**src/rtl/rr_arbiter_16.sv**
```systemverilog
// ---------------------------------------------------------------------------
// rr_arbiter_16
//   16-requester round-robin arbiter with a registered, handshaked grant and
//   optional burst hold (up to MAX_BURST consecutive accepts per winner).
//
// Parameters
//   MAX_BURST   accepts granted to one requester before the pointer moves (1..8)
//
// Ports
//   clk         rising-edge clock
//   rst_n       asynchronous active-low reset
//   req         request vector, bit i = requester i
//   gnt_ready   downstream accepts the presented grant this cycle
//   flush       synchronous abort of the current grant
//   gnt_valid   a grant is presented
//   gnt_onehot  one-hot winner, zero when gnt_valid=0
//   gnt_idx     winner index plus one (1..16), zero when gnt_valid=0
// ---------------------------------------------------------------------------
module rr_arbiter_16 #(
  parameter int unsigned MAX_BURST = 1
) (
  input  logic        clk,
  input  logic        rst_n,
  input  logic [15:0] req,
  input  logic        gnt_ready,
  input  logic        flush,
  output logic        gnt_valid,
  output logic [15:0] gnt_onehot,
  output logic [4:0]  gnt_idx
);

  typedef enum logic {IDLE, GRANT} state_t;

  localparam logic [3:0] MAX_B = 4'(MAX_BURST);

  state_t      state, state_n;
  logic [3:0]  ptr, ptr_n;
  logic [3:0]  winner, winner_n;
  logic [3:0]  burst, burst_n;
  logic [3:0]  burst_inc;
  logic        accept;
  logic        hold_burst;

  // Arbitration datapath: rotate req so the scan start sits at bit 0, find the
  // lowest set bit, then rotate the offset back.
  logic [3:0]  arb_base;
  logic [31:0] req_shift;
  logic [15:0] req_rot;
  logic [3:0]  arb_offset;
  logic [3:0]  arb_win;
  logic        req_any;

  // In GRANT the only time arbitration is consumed is a pointer advance, whose
  // new pointer is winner+1; in IDLE the stored pointer is the scan start.
  assign arb_base  = (state == GRANT) ? winner + 4'd1 : ptr;
  assign req_shift = {req, req} >> arb_base;
  assign req_rot   = req_shift[15:0];
  assign req_any   = |req;

  always_comb begin
    arb_offset = 4'd0;
    for (int i = 15; i >= 0; i--) begin
      if (req_rot[i]) arb_offset = 4'(i);
    end
  end

  assign arb_win = arb_base + arb_offset;

  assign accept     = (state == GRANT) && gnt_ready;
  assign burst_inc  = burst + 4'd1;
  assign hold_burst = req[winner] && (burst_inc < MAX_B);

  always_comb begin
    // NOTE: every output of this block gets a default first so no path leaves
    // a variable unassigned, which would otherwise infer a latch.
    state_n  = state;
    ptr_n    = ptr;
    winner_n = winner;
    burst_n  = burst;

    unique case (state)
      IDLE: begin
        if (req_any) begin
          state_n  = GRANT;
          winner_n = arb_win;
        end
      end
      GRANT: begin
        if (accept) begin
          if (hold_burst) begin
            burst_n = burst_inc;
          end else begin
            ptr_n   = winner + 4'd1;
            burst_n = 4'd0;
            if (req_any) winner_n = arb_win;
            else         state_n  = IDLE;
          end
        end
      end
      default: state_n = IDLE;
    endcase

    // Abort wins over a same-cycle accept: nothing is counted, pointer stays.
    if (flush) begin
      state_n  = IDLE;
      ptr_n    = ptr;
      winner_n = winner;
      burst_n  = 4'd0;
    end
  end

  // Outputs are flops loaded from the next-state values, so no input reaches
  // a port combinationally.
  always_ff @(posedge clk or negedge rst_n) begin
    if (!rst_n) begin
      state      <= IDLE;
      ptr        <= 4'd0;
      winner     <= 4'd0;
      burst      <= 4'd0;
      gnt_valid  <= 1'b0;
      gnt_onehot <= 16'h0000;
      gnt_idx    <= 5'd0;
    end else begin
      // NOTE: non-blocking assignments so every flop samples the pre-edge
      // values regardless of statement order.
      state      <= state_n;
      ptr        <= ptr_n;
      winner     <= winner_n;
      burst      <= burst_n;
      gnt_valid  <= (state_n == GRANT);
      gnt_onehot <= (state_n == GRANT) ? (16'd1 << winner_n) : 16'h0000;
      gnt_idx    <= (state_n == GRANT) ? (5'(winner_n) + 5'd1) : 5'd0;
    end
  end

endmodule

```
**config.mk**
```make
export PLATFORM = sky130hd
export DESIGN_NAME = rr_arbiter_16
export DESIGN_NICKNAME = d
export VERILOG_FILES = /design/src/rtl/rr_arbiter_16.sv
export SDC_FILE = /design/constraint.sdc
export NUM_CORES = 1
export LEC_CHECK = 0
export CAP_MARGIN = 15
export CORE_MARGIN = 2
export CORE_UTILIZATION = 62
export DETAILED_ROUTE_END_ITERATION = 8
export GPL_ROUTABILITY_DRIVEN = 0
export HOLD_SLACK_MARGIN = 0.08
export MAX_ROUTING_LAYER = met4
export PLACE_DENSITY = 0.87
export SYNTH_ARGS = -nofsm -noshare
export SYNTH_HDL_FRONTEND = slang
export SYNTH_SLANG_ARGS = --single-unit
```
**constraint.sdc**
```tcl
create_clock -name clk -period 10.6 [get_ports clk]
set_input_delay 2.12 -clock clk [delete_from_list [all_inputs] [get_ports clk]]
set_output_delay 2.12 -clock clk [all_outputs]
set_load 0.1 [all_outputs]
```
---- Yosys cells after proc, flatten, opt, wreduce, memory -nomap -nowiden ----
Index checks and enable logic that the tools add are counted.
word-level totals
  output and inout port bits .............. 22
  register bits after elaboration ......... 34
  word-level logic and storage cells ...... 59
  bits of input ports ..................... 20
cells by class
  muxes and demuxes ....................... 35
  bitwise logic cells ..................... 3
  reduce and logical (&&, ||, !) cells .... 7
  add/sub/neg operators ................... 4
  shift operators ......................... 2
  $lt $le $gt $ge ......................... 2
operator list
  operator                                             number
  2-to-1 mux 4 bit                                     25
  right shift 32 x 4 -> 16 bit                         1
  2-to-1 mux 16 bit                                    1
  OR reduction 16 bit                                  1
  left shift 1 x 4 -> 16 bit (first input constant)    1
  adder 4 x 1 -> 4 bit (second input constant)         2
  case mux 4 bit (2 select lines)                      1
  adder 4 x 1 -> 5 bit (second input constant)         1
  < comparator 4 x 5 -> 1 bit (second input constant)  1
  2-to-1 mux 1 bit                                     5
  2-to-1 mux 5 bit                                     1
  adder 4 bit                                          1
  binary-select mux 1 bit (select 4 bit)               1
  < comparator 4 x 1 -> 1 bit (second input constant)  1
  AND reduction 4 bit                                  1
  nonzero test 2 bit                                   2
  inverter 1 bit                                       3
  logical AND 1 bit                                    2
  case mux 1 bit (2 select lines)                      1
  AND reduction 2 bit                                  1

---- Longest topological paths before layout ----
Gate-level depths: netlist of run 1.
  depth in word-level cells ............... 27
  mapped depth ............................ 23
  depth with buffers taken out ............ 21

---- Least setup slack after synthesis of run 1 ----
Ideal clock, no wire load.
  path type ............................... in2reg
  start ................................... input port req[14]
  end ..................................... register gnt_onehot[12]
  stages .................................. 15
  path slack .............................. 5183 ps
  data arrival time ....................... 5350 ps
  setup time .............................. 67 ps
  path buffers ............................ 1
  data required time ...................... 10533 ps
  cells stage by stage .................... a21boi_0 > nor4_1 > o31ai_1 > mux2_2 > o31ai_1 > a21oi_1 > o21a_1 > ha_1 > a21o_1 > a21oi_1 > xnor2_1 > o31ai_4 > a31oi_4 > buf_6 > and3_1
between the ends
  cells in the longest elaborated chain, start to end .. 25
  elaborated cells between the ends (all ways) .. 34
  classes of those cells .................. add/sub (1); shift (2); mux (29); reduce/logical (2)
RTL lines
  item                                 RTL line  source
  from (decl)                          24        input logic [15:0] req,
  right shift 32 x 4 -> 16 bit         56        assign req_shift = {req, req} >> arb_base;
  2-to-1 mux 4 bit (16 in series)      63        if (req_rot[i]) arb_offset = 4'(i);
  adder 4 bit                          67        assign arb_win = arb_base + arb_offset;
  2-to-1 mux 4 bit                     83, 95
  2-to-1 mux 4 bit                     90        if (hold_burst) begin
  2-to-1 mux 4 bit                     89        if (accept) begin
  case mux 4 bit (2 select lines) (*)  81        unique case (state)
  2-to-1 mux 4 bit (*)                 104       if (flush) begin
  named net winner_n[3]                38        logic [3:0] winner, winner_n;
  left shift 1 x 4 -> 16 bit (*)       131       gnt_onehot <= (state_n == GRANT) ? (16'd1 << winner_n) : 16'h0000;
  2-to-1 mux 16 bit (*)                131
  to (signal assigned)                 131
  to (decl)                            28        output logic [15:0] gnt_onehot,
Mark *: on every way through the listed nets, which the timed path passes. The rest lies on a longest branch. The select of a mux whose other input is x is not followed.
A chain may end at the register's enable or synchronous reset.

---- Worst setup path in the final report of run 1 ----
  start ................................... input port req[14]
  end ..................................... register gnt_onehot[5]
between the ends
  cells in the longest elaborated chain, start to end .. 25
  elaborated cells between the ends (all ways) .. 34
  classes of those cells .................. add/sub (1); shift (2); mux (29); reduce/logical (2)
RTL lines
  item                             RTL line
  right shift 32 x 4 -> 16 bit     56
  2-to-1 mux 4 bit (16 in series)  63
  adder 4 bit                      67
  2-to-1 mux 4 bit                 83, 95
  2-to-1 mux 4 bit                 90
  2-to-1 mux 4 bit                 89
  case mux 4 bit (2 select lines)  81
  2-to-1 mux 4 bit                 104
  left shift 1 x 4 -> 16 bit       131
  2-to-1 mux 16 bit (*)            131
Every way passes the cells marked *; elsewhere a longest branch is shown, timed or not. The select of a mux whose other input is x is not followed.

==> results.json, run 1 <==
{
  "status": "finished, final reports clean",
  "worstHoldStart": "ptr[2]",
  "die_h_um": 79.3,
  "post_route_cells_drive_above_1_share": 0.0950,
  "dp.final_hpwl_um": 6760,
  "cp_slowest_cell": "o31ai_1",
  "final_hold_viol_count": 0,
  "clockBufferDepth": 2,
  "hold_path_depth": 2,
  "synthTopCellsByArea": "dfrtp_1 24%, mux2i_1 9.7%, nand2_1 5.4%",
  "grt_pass1_vias": 3194,
  "synthDistinctLibCells": 69,
  "synth_cells": 420,
  "whs_ns": 0.491,
  "regToRegSetupSlack_ns": 4.25,
  "drc_errors": 0,
  "drt_iter0_drc": 532,
  "cts_setup_buffers": 0,
  "worstPathArrival_ns": 6.74,
  "dieArea_sq_um": 6300,
  "ys_async_sr_fraction": 1.00,
  "min_period_over_period": 0.620,
  "worstHoldPathType": "reg -> reg",
  "min_to": "ptr[2]",
  "start_util": 0.639,
  "nNetsFinal": 473,
  "firstDrtPassIters": 6,
  "track_usage": 0.319,
  "ctsHoldBuffers": 0,
  "num_rows": 27,
  "port_buffers": 41,
  "crit_path_max_incr_delay_ns": 0.76,
  "clock-sinks": 34,
  "route.antenna.remaining_nets": 0,
  "synth_top_area_cell": "dfrtp_1",
  "critPathMaxFanout": 18,
  "grt_overflow": 0,
  "antenna_found_initial": 0,
  "grt_max_degree": 35,
  "setup_tns_ns": 0,
  "setup_violations": 0,
  "reg2regPathDepth": 18,
  "ys_seq_elements": 34,
  "antenna_cells": 0,
  "relSlewSlack": 0.254,
  "synth_edf_count": 0,
  "vias": 3519,
  "wire_per_inst_um": 18.8,
  "die_width_um": 79.3,
  "synth_top_area_frac": 0.242,
  "syn-num-nets": 452,
  "r2r_start": "winner[0]",
  "fin_area_sq_um": 3990,
  "endpoint_kind": "flip-flop",
  "viasPerCell": 6.85,
  "synth_commonest_cells": "51 x nand2_1, 34 x dfrtp_1, 34 x mux2i_1",
  "coreArea_sq_um": 5510,
  "htree_levels": 2,
  "ios": 42,
  "worst-setup-path-type": "in -> reg",
  "crit_path_cell_trace": "clkdlybuf4s50_1 > a21boi_0 > nor4_1 > o31ai_1 > a211oi_1 > o31ai_1 > a21oi_1 > o21a_1 > ha_1 > a21o_1 > a21oi_1 > xnor2_1 > o31ai_4 > a31oi_4 > and3b_2",
  "grt_setup_unrepaired": "no",
  "tightest_slew_ns": 1.12,
  "drv_cap": 0,
  "critPathTopFamily": "compound AO/OA/AOI/OAI gates",
  "clock_skew_ns": 0.00599,
  "min_period_ns": 6.57,
  "area_growth_pct": 13.3,
  "ys_warn_count": 0,
  "max_freq_mhz": 152,
  "clock_latency_ns": 0.29,
  "clock-root-buffer": "clkbuf_8",
  "cts_resized": 0,
  "cts_made_buffers": 5,
  "drv_slew": 0,
  "cts_tree": "done",
  "grt_pass1_wl_um": 15600,
  "dpl_cell_area_sq_um": 3890,
  "cp_data_required_time_ns": 10.77,
  "r2r-end": "gnt_onehot[5]",
  "netlist_area_sq_um": 3520,
  "cp-startpoint": "req[14]",
  "critical_path.startpoint_type": "input pin",
  "path_buf_inv": 1,
  "syn_avg_cell_area_sq_um": 8.38,
  "synth.most_common_cell": "nand2_1",
  "finalWirelength_um": 9650,
  "ys_seq_area_frac": 0.242,
  "clk_pin_slew_ns": 0.07,
  "ys.flop_type": "dfrtp_1"
}
## cells by family after synthesis
kind of cell    count (synthesis)  synth area share
mux                            48             0.148
simple gates                  175             0.277
flops                          34             0.242
xor+xnor                        6            0.0149
compound gates                105             0.219
fa+ha+maj                      12            0.0448
buf+inv                        40            0.0547
## worst min-delay path, delay by kind of cell (launching register included)
kind,cells,cell delay (ns)
AND/OR/NAND/NOR,1,0.05
flip-flops,1,0.35
AO/OA/AOI/OAI,1,0.06
## metrics by stage
step	std cells	util	worst slack, ns
3_5_place_dp	506	0.707	3.86
2_1_floorplan	420	-	5.18
6_report	514	0.724	4.03
5_1_grt	514	0.724	3.74
4_1_cts	514	0.724	4.13
3_3_place_gp	506	0.707	4.11
## metal layers
layer  vias to the layer above  global-route usage  share of wire
li1                       1630                   -              -
met1                      1649               0.441           0.45
met2                       209               0.492           0.45
met3                        31              0.0500          0.075
met4                         0              0.0828          0.020
met5                         -                   -              0
## cell usage in the layout (no fill, tap or decap), drive strengths merged, types with 9 or more instances in the layout
master and n:
nand2 51, clkdlybuf4s50 41, mux2i 34, dfrtp 34
nand3 25, nor2 19, o21ai 19, a21oi 15
and3 15, nand4 13, mux2 12, ha 11
a31oi 9
## state kept, by name (all words and copies together) (netlist names)
signal / cells
ptr: 4
state: 1
gnt_onehot: 16
winner: 4
gnt_idx: 5
burst: 4
## final cells by class
type,instances,area (sq um)
clock buffers,6,82.6
clock inverters,2,12.5
fillers,419,1520
inverters,9,33.8
multi-input cells,346,2480
flip-flops and latches,34,851
well taps,72,90.1
repair buffers,45,440
## how the worst max path moves through the flow
stage	depth (start not counted)	endpoint	slack, ns
final	15	gnt_onehot[5]	4.03
after global routing	13	gnt_onehot[15]	3.74
after CTS	15	gnt_onehot[5]	4.13
after detailed placement	15	gnt_onehot[5]	3.86
after global placement	15	gnt_onehot[6]	4.11
after floorplan	15	gnt_onehot[12]	5.18
Power of run 1 is not shown: default switching activity piles up to over one toggle a cycle in this logic, so the estimate is an artifact.
==> run 2: changes to the inputs <==
- CORE_UTILIZATION: 62 -> 52
- PLACE_DENSITY: 0.87 -> 0.78
- clock period: 10.6 -> 5.8 ns (I/O delays scaled with it)
==> run 2 against run 1 <==
Net effect: non-clock buffer count is 12 higher; highest routed layer unchanged; wire length up 2.8%; clock skew decreased by 0.0035 ns; register-to-register slack got worse by 3.8 ns; via count is 2.3% higher; cell count up 3.3%; core utilization decreased by 9.2 points; final area up 2.4%.
==> results.json, run 2 (synthesis gave the netlist of run 1 again) <==
{
  "status": "finished, final reports clean",
  "die_width_um": 86.3,
  "fin_util": 0.632,
  "num_rows": 29,
  "largestRegisters": "gnt_onehot: 16 flops, gnt_idx: 5 flops",
  "htree_levels": 2,
  "cp_slowest_cell": "a2111oi_1",
  "critPathMaxFanout": 18,
  "clk_pin_slew_ns": 0.07,
  "critPathTopFamily": "compound AO/OA/AOI/OAI gates",
  "min_period_over_period": 0.944,
  "grt_max_degree": 35,
  "grt_pass1_wl_um": 16200,
  "coreArea_sq_um": 6460,
  "cp_data_required_time_ns": 5.97,
  "grt_setup_unrepaired": "no",
  "final_hold_viol_count": 0,
  "start_util": 0.545,
  "grt_pass1_vias": 3343,
  "worst-setup-path-type": "in -> reg",
  "setup_tns_ns": 0,
  "regToRegSetupSlack_ns": 0.43,
  "route.antenna.remaining_nets": 0,
  "endpoint_kind": "flip-flop",
  "post_route_cells_drive_above_1_share": 0.119,
  "dp_slack_ns": 0.0692,
  "clock-root-buffer": "clkbuf_8",
  "relSlewSlack": 0.333,
  "track_usage": 0.277,
  "grt_overflow": 0,
  "max_freq_mhz": 183,
  "nNetsFinal": 485,
  "worstPathArrival_ns": 5.65,
  "drv_cap": 0,
  "ctsHoldBuffers": 0,
  "area_growth_pct": 16.0,
  "clock_skew_ns": 0.00253,
  "worstHoldPathType": "reg -> reg",
  "wire_per_inst_um": 18.7,
  "top_register": "gnt_onehot",
  "firstDrtPassIters": 6,
  "clock_latency_ns": 0.28,
  "drt_iter0_drc": 484,
  "layout_setup_ws_ns": 0.326,
  "clockBufferDepth": 2,
  "largest_reg_flops": 16,
  "dieArea_sq_um": 7440,
  "die_h_um": 86.3,
  "crit_path_frequent_cell": "a21o_1",
  "drc_errors": 0,
  "antenna_found_initial": 0,
  "final.fill_count": 560,
  "clock-sinks": 34,
  "vias": 3599,
  "viasPerCell": 6.78,
  "final_common_cell": "nand2_1",
  "crit_path_cell_trace": "clkdlybuf4s50_1 > o21ai_0 > a21boi_0 > mux2i_1 > nand2_1 > o211ai_1 > a2111oi_1 > o31ai_1 > a21o_1 > ha_1 > a21o_1 > a21oi_1 > xnor2_1 > o31ai_4 > a31oi_4 > and3b_2",
  "critical_path.startpoint_type": "input pin",
  "cts_setup_buffers": 0,
  "path_buf_inv": 1,
  "tightest_slew_ns": 0.997,
  "crit_path_max_incr_delay_ns": 0.59,
  "drv_slew": 0,
  "dp.final_hpwl_um": 7200,
  "cts_tree": "done",
  "setup_violations": 0,
  "mostFrequentLayoutCells": "51 x nand2_1, 41 x clkdlybuf4s50_1, 34 x mux2i_1, 34 x dfrtp_1, 25 x nand3_1",
  "cts_made_buffers": 5,
  "min_period_ns": 5.47,
  "finalWirelength_um": 9920,
  "ios": 42,
  "antenna_cells": 0,
  "port_buffers": 41
}
## run 2: final cells by class
type | instances | area [sq um] | area share
Inverter | 9 | 33.8 | 0.00827
Tap cell | 77 | 96.3 | 0.0236
Multi-Input combinational cell | 346 | 2480 | 0.607
Sequential cell | 34 | 851 | 0.208
Clock buffer | 6 | 82.6 | 0.0202
Timing Repair Buffer | 57 | 531 | 0.130
Clock inverter | 2 | 12.5 | 0.00306
## run 2: per-stage QoR
stage	instance area [sq um]	std cells	hold WS [ns]
4_1_cts	4080	531	0.499
2_1_floorplan	3520	420	0.451
3_5_place_dp	3990	523	0.483
3_3_place_gp	3990	523	0.466
6_report	4080	531	0.495
5_1_grt	4080	531	0.546
## run 2: metal layers
layer	GRT usage	share of wire	vias to the layer above
li1	-	-	1668
met1	0.382	0.43	1678
met2	0.424	0.45	223
met3	0.0524	0.093	30
met4	0.0682	0.024	0
met5	-	0	-
## run 2: repair_timing
action	4_1_cts	5_1_grt
resized for setup	0	1
endpoints found under the hold margin	0	0
setup endpoints to repair	0	1
## run 2: worst paths after layout
kind                            from            end  depth (start not counted)
max                           req[2]  gnt_onehot[4]                         16
min                           ptr[2]         ptr[2]                          2
max reg2reg                winner[0]  gnt_onehot[4]                         16
min reg2reg                   ptr[2]         ptr[2]                          2
max in group asynchronous      rst_n       burst[3]                          2
min in group asynchronous      rst_n     gnt_idx[1]                          2
## run 2: worst min-delay path, stage by stage (launching register included)
cell and delay (ns):
dfrtp_1 0.35, nand2_1 0.05, o21ai_0 0.06
Power of run 2 is left out for the same reason.
==> run 3: changes to the inputs <==
- PLACE_DENSITY: 0.78 -> 0.86
==> run 3 against run 2 <==
Net effect: the run now ends with DRC left; global-route usage shrank 0.056 points; die area unchanged; wire length up 0.66%; final area fell by 0.86%; critical path depth did not move; setup slack gained 0.00059 ns; count of clock-buffer cells in the layout is the same; critical path type unchanged; largest cell class unchanged.
==> results.json, run 3 (synthesis gave the netlist of run 1 again) <==
{
  "grt_pass1_vias": 3383,
  "clock-sinks": 34,
  "drt_iter0_drc": 413,
  "worstPathArrival_ns": 5.65,
  "clk_pin_slew_ns": 0.07,
  "min_period_ns": 5.47,
  "cts_setup_buffers": 0,
  "drv_cap": 0,
  "dp.cells": 520,
  "hold_path_depth": 2,
  "max_freq_mhz": 183,
  "reg2regPathDepth": 16,
  "dieArea_sq_um": 7440,
  "largestRegisters": "gnt_onehot: 16 flops, gnt_idx: 5 flops",
  "min_period_over_period": 0.944,
  "cts_tree": "done",
  "firstDrtPassIters": 7,
  "area_growth_pct": 15.0,
  "die_width_um": 86.3,
  "finalWirelength_um": 9980,
  "post_route_cells_drive_above_1_share": 0.111,
  "route.antenna.remaining_nets": 0,
  "port_buffers": 41,
  "endpoint_kind": "flip-flop",
  "clock_skew_ns": 0.00797,
  "cts_made_buffers": 5,
  "clockBufferDepth": 2,
  "mostFrequentLayoutCells": "51 x nand2_1, 41 x clkdlybuf4s50_1, 34 x mux2i_1, 34 x dfrtp_1, 25 x nand3_1",
  "cts_resized": 0,
  "antenna_found_initial": 0,
  "viasPerCell": 6.84,
  "setup_violations": 0,
  "dp.final_hpwl_um": 7230,
  "cp_data_required_time_ns": 5.97,
  "stdcell_count": 527,
  "top_register": "gnt_onehot",
  "grt_setup_unrepaired": "no",
  "antenna_cells": 0,
  "clock_latency_ns": 0.28,
  "nNetsFinal": 482,
  "relSlewSlack": 0.332,
  "htree_levels": 2,
  "start_util": 0.545,
  "tightest_slew_ns": 0.998,
  "setup_tns_ns": 0,
  "ios": 42,
  "num_rows": 29,
  "worst-setup-path-type": "in -> reg",
  "worstHoldPathType": "reg -> reg",
  "grt_pass1_wl_um": 16400,
  "clock-root-buffer": "clkbuf_8",
  "die_h_um": 86.3,
  "ctsHoldBuffers": 0,
  "grt_overflow": 0,
  "violations": "DRC",
  "critical_path.startpoint_type": "input pin",
  "vias": 3606,
  "final_hold_viol_count": 0,
  "coreArea_sq_um": 6460,
  "wire_per_inst_um": 18.9,
  "final_common_cell": "nand2_1",
  "track_usage": 0.277,
  "largest_reg_flops": 16,
  "status": "finished, violations left",
  "drv_slew": 0,
  "grt_max_degree": 35,
  "critPathMaxFanout": 18,
  "drc_errors": 1
}
## run 3: cell count changes in the layout (fill, tap and decap cells not counted), sizes merged
cell / delta
clkinv: -2
buf: -3
clkinvlp: +1
## run 3: worst max-delay path, cell delays in order
cell and delay [ns]:
clkdlybuf4s50_1 0.52, o21ai_0 0.32, a21boi_0 0.58, mux2i_1 0.23, nand2_1 0.12, o211ai_1 0.12
a2111oi_0 0.51, o31ai_1 0.15, a21o_1 0.21, ha_1 0.20, a21o_1 0.16, a21oi_1 0.25
xnor2_1 0.29, o31ai_4 0.16, a31oi_4 0.40, and3b_2 0.26
## run 3: path summary, 6_finish.rpt
path | startpoint | end | slack [ns]
max in group asynchronous | rst_n | ptr[3] | 4.22
worst max-delay path | req[2] | gnt_onehot[4] | 0.33
worst max register to register | winner[0] | gnt_onehot[4] | 0.43
min in group asynchronous | rst_n | gnt_onehot[7] | 1.27
worst min register to register | ptr[2] | ptr[2] | 0.51
worst min-delay path | ptr[2] | ptr[2] | 0.51
## run 3: cell type report
type | instances | area, sq um
multi-input cells | 346 | 2480
fillers | 534 | 2410
clock inverters | 1 | 7.51
flip-flops and latches | 34 | 851
repair buffers | 54 | 508
inverters | 9 | 37.5
well taps | 77 | 96.3
clock buffers | 6 | 72.6
## run 3: metrics by stage
| step | hold slack [ns] | utilization | worst slack, ns | cell area, sq um |
|---|---|---|---|---|
| detailed placement | 0.488 | 0.614 | 0.189 | 3970 |
| floorplan | 0.451 | - | 0.930 | 3520 |
| finish | 0.506 | 0.627 | 0.327 | 4050 |
| global route | 0.527 | 0.627 | 0.0646 | 4050 |
| CTS | 0.504 | 0.626 | 0.413 | 4050 |
| global placement | 0.467 | 0.614 | 0.328 | 3970 |
## run 3: metal layers
metal	vias to the layer above	global-route usage	part of all wire
met5	-	-	0
li1	1649	-	-
met3	42	0.0448	0.090
met2	214	0.443	0.47
met4	0	0.0952	0.027
met1	1701	0.358	0.42
Power of run 3 is left out for the same reason.
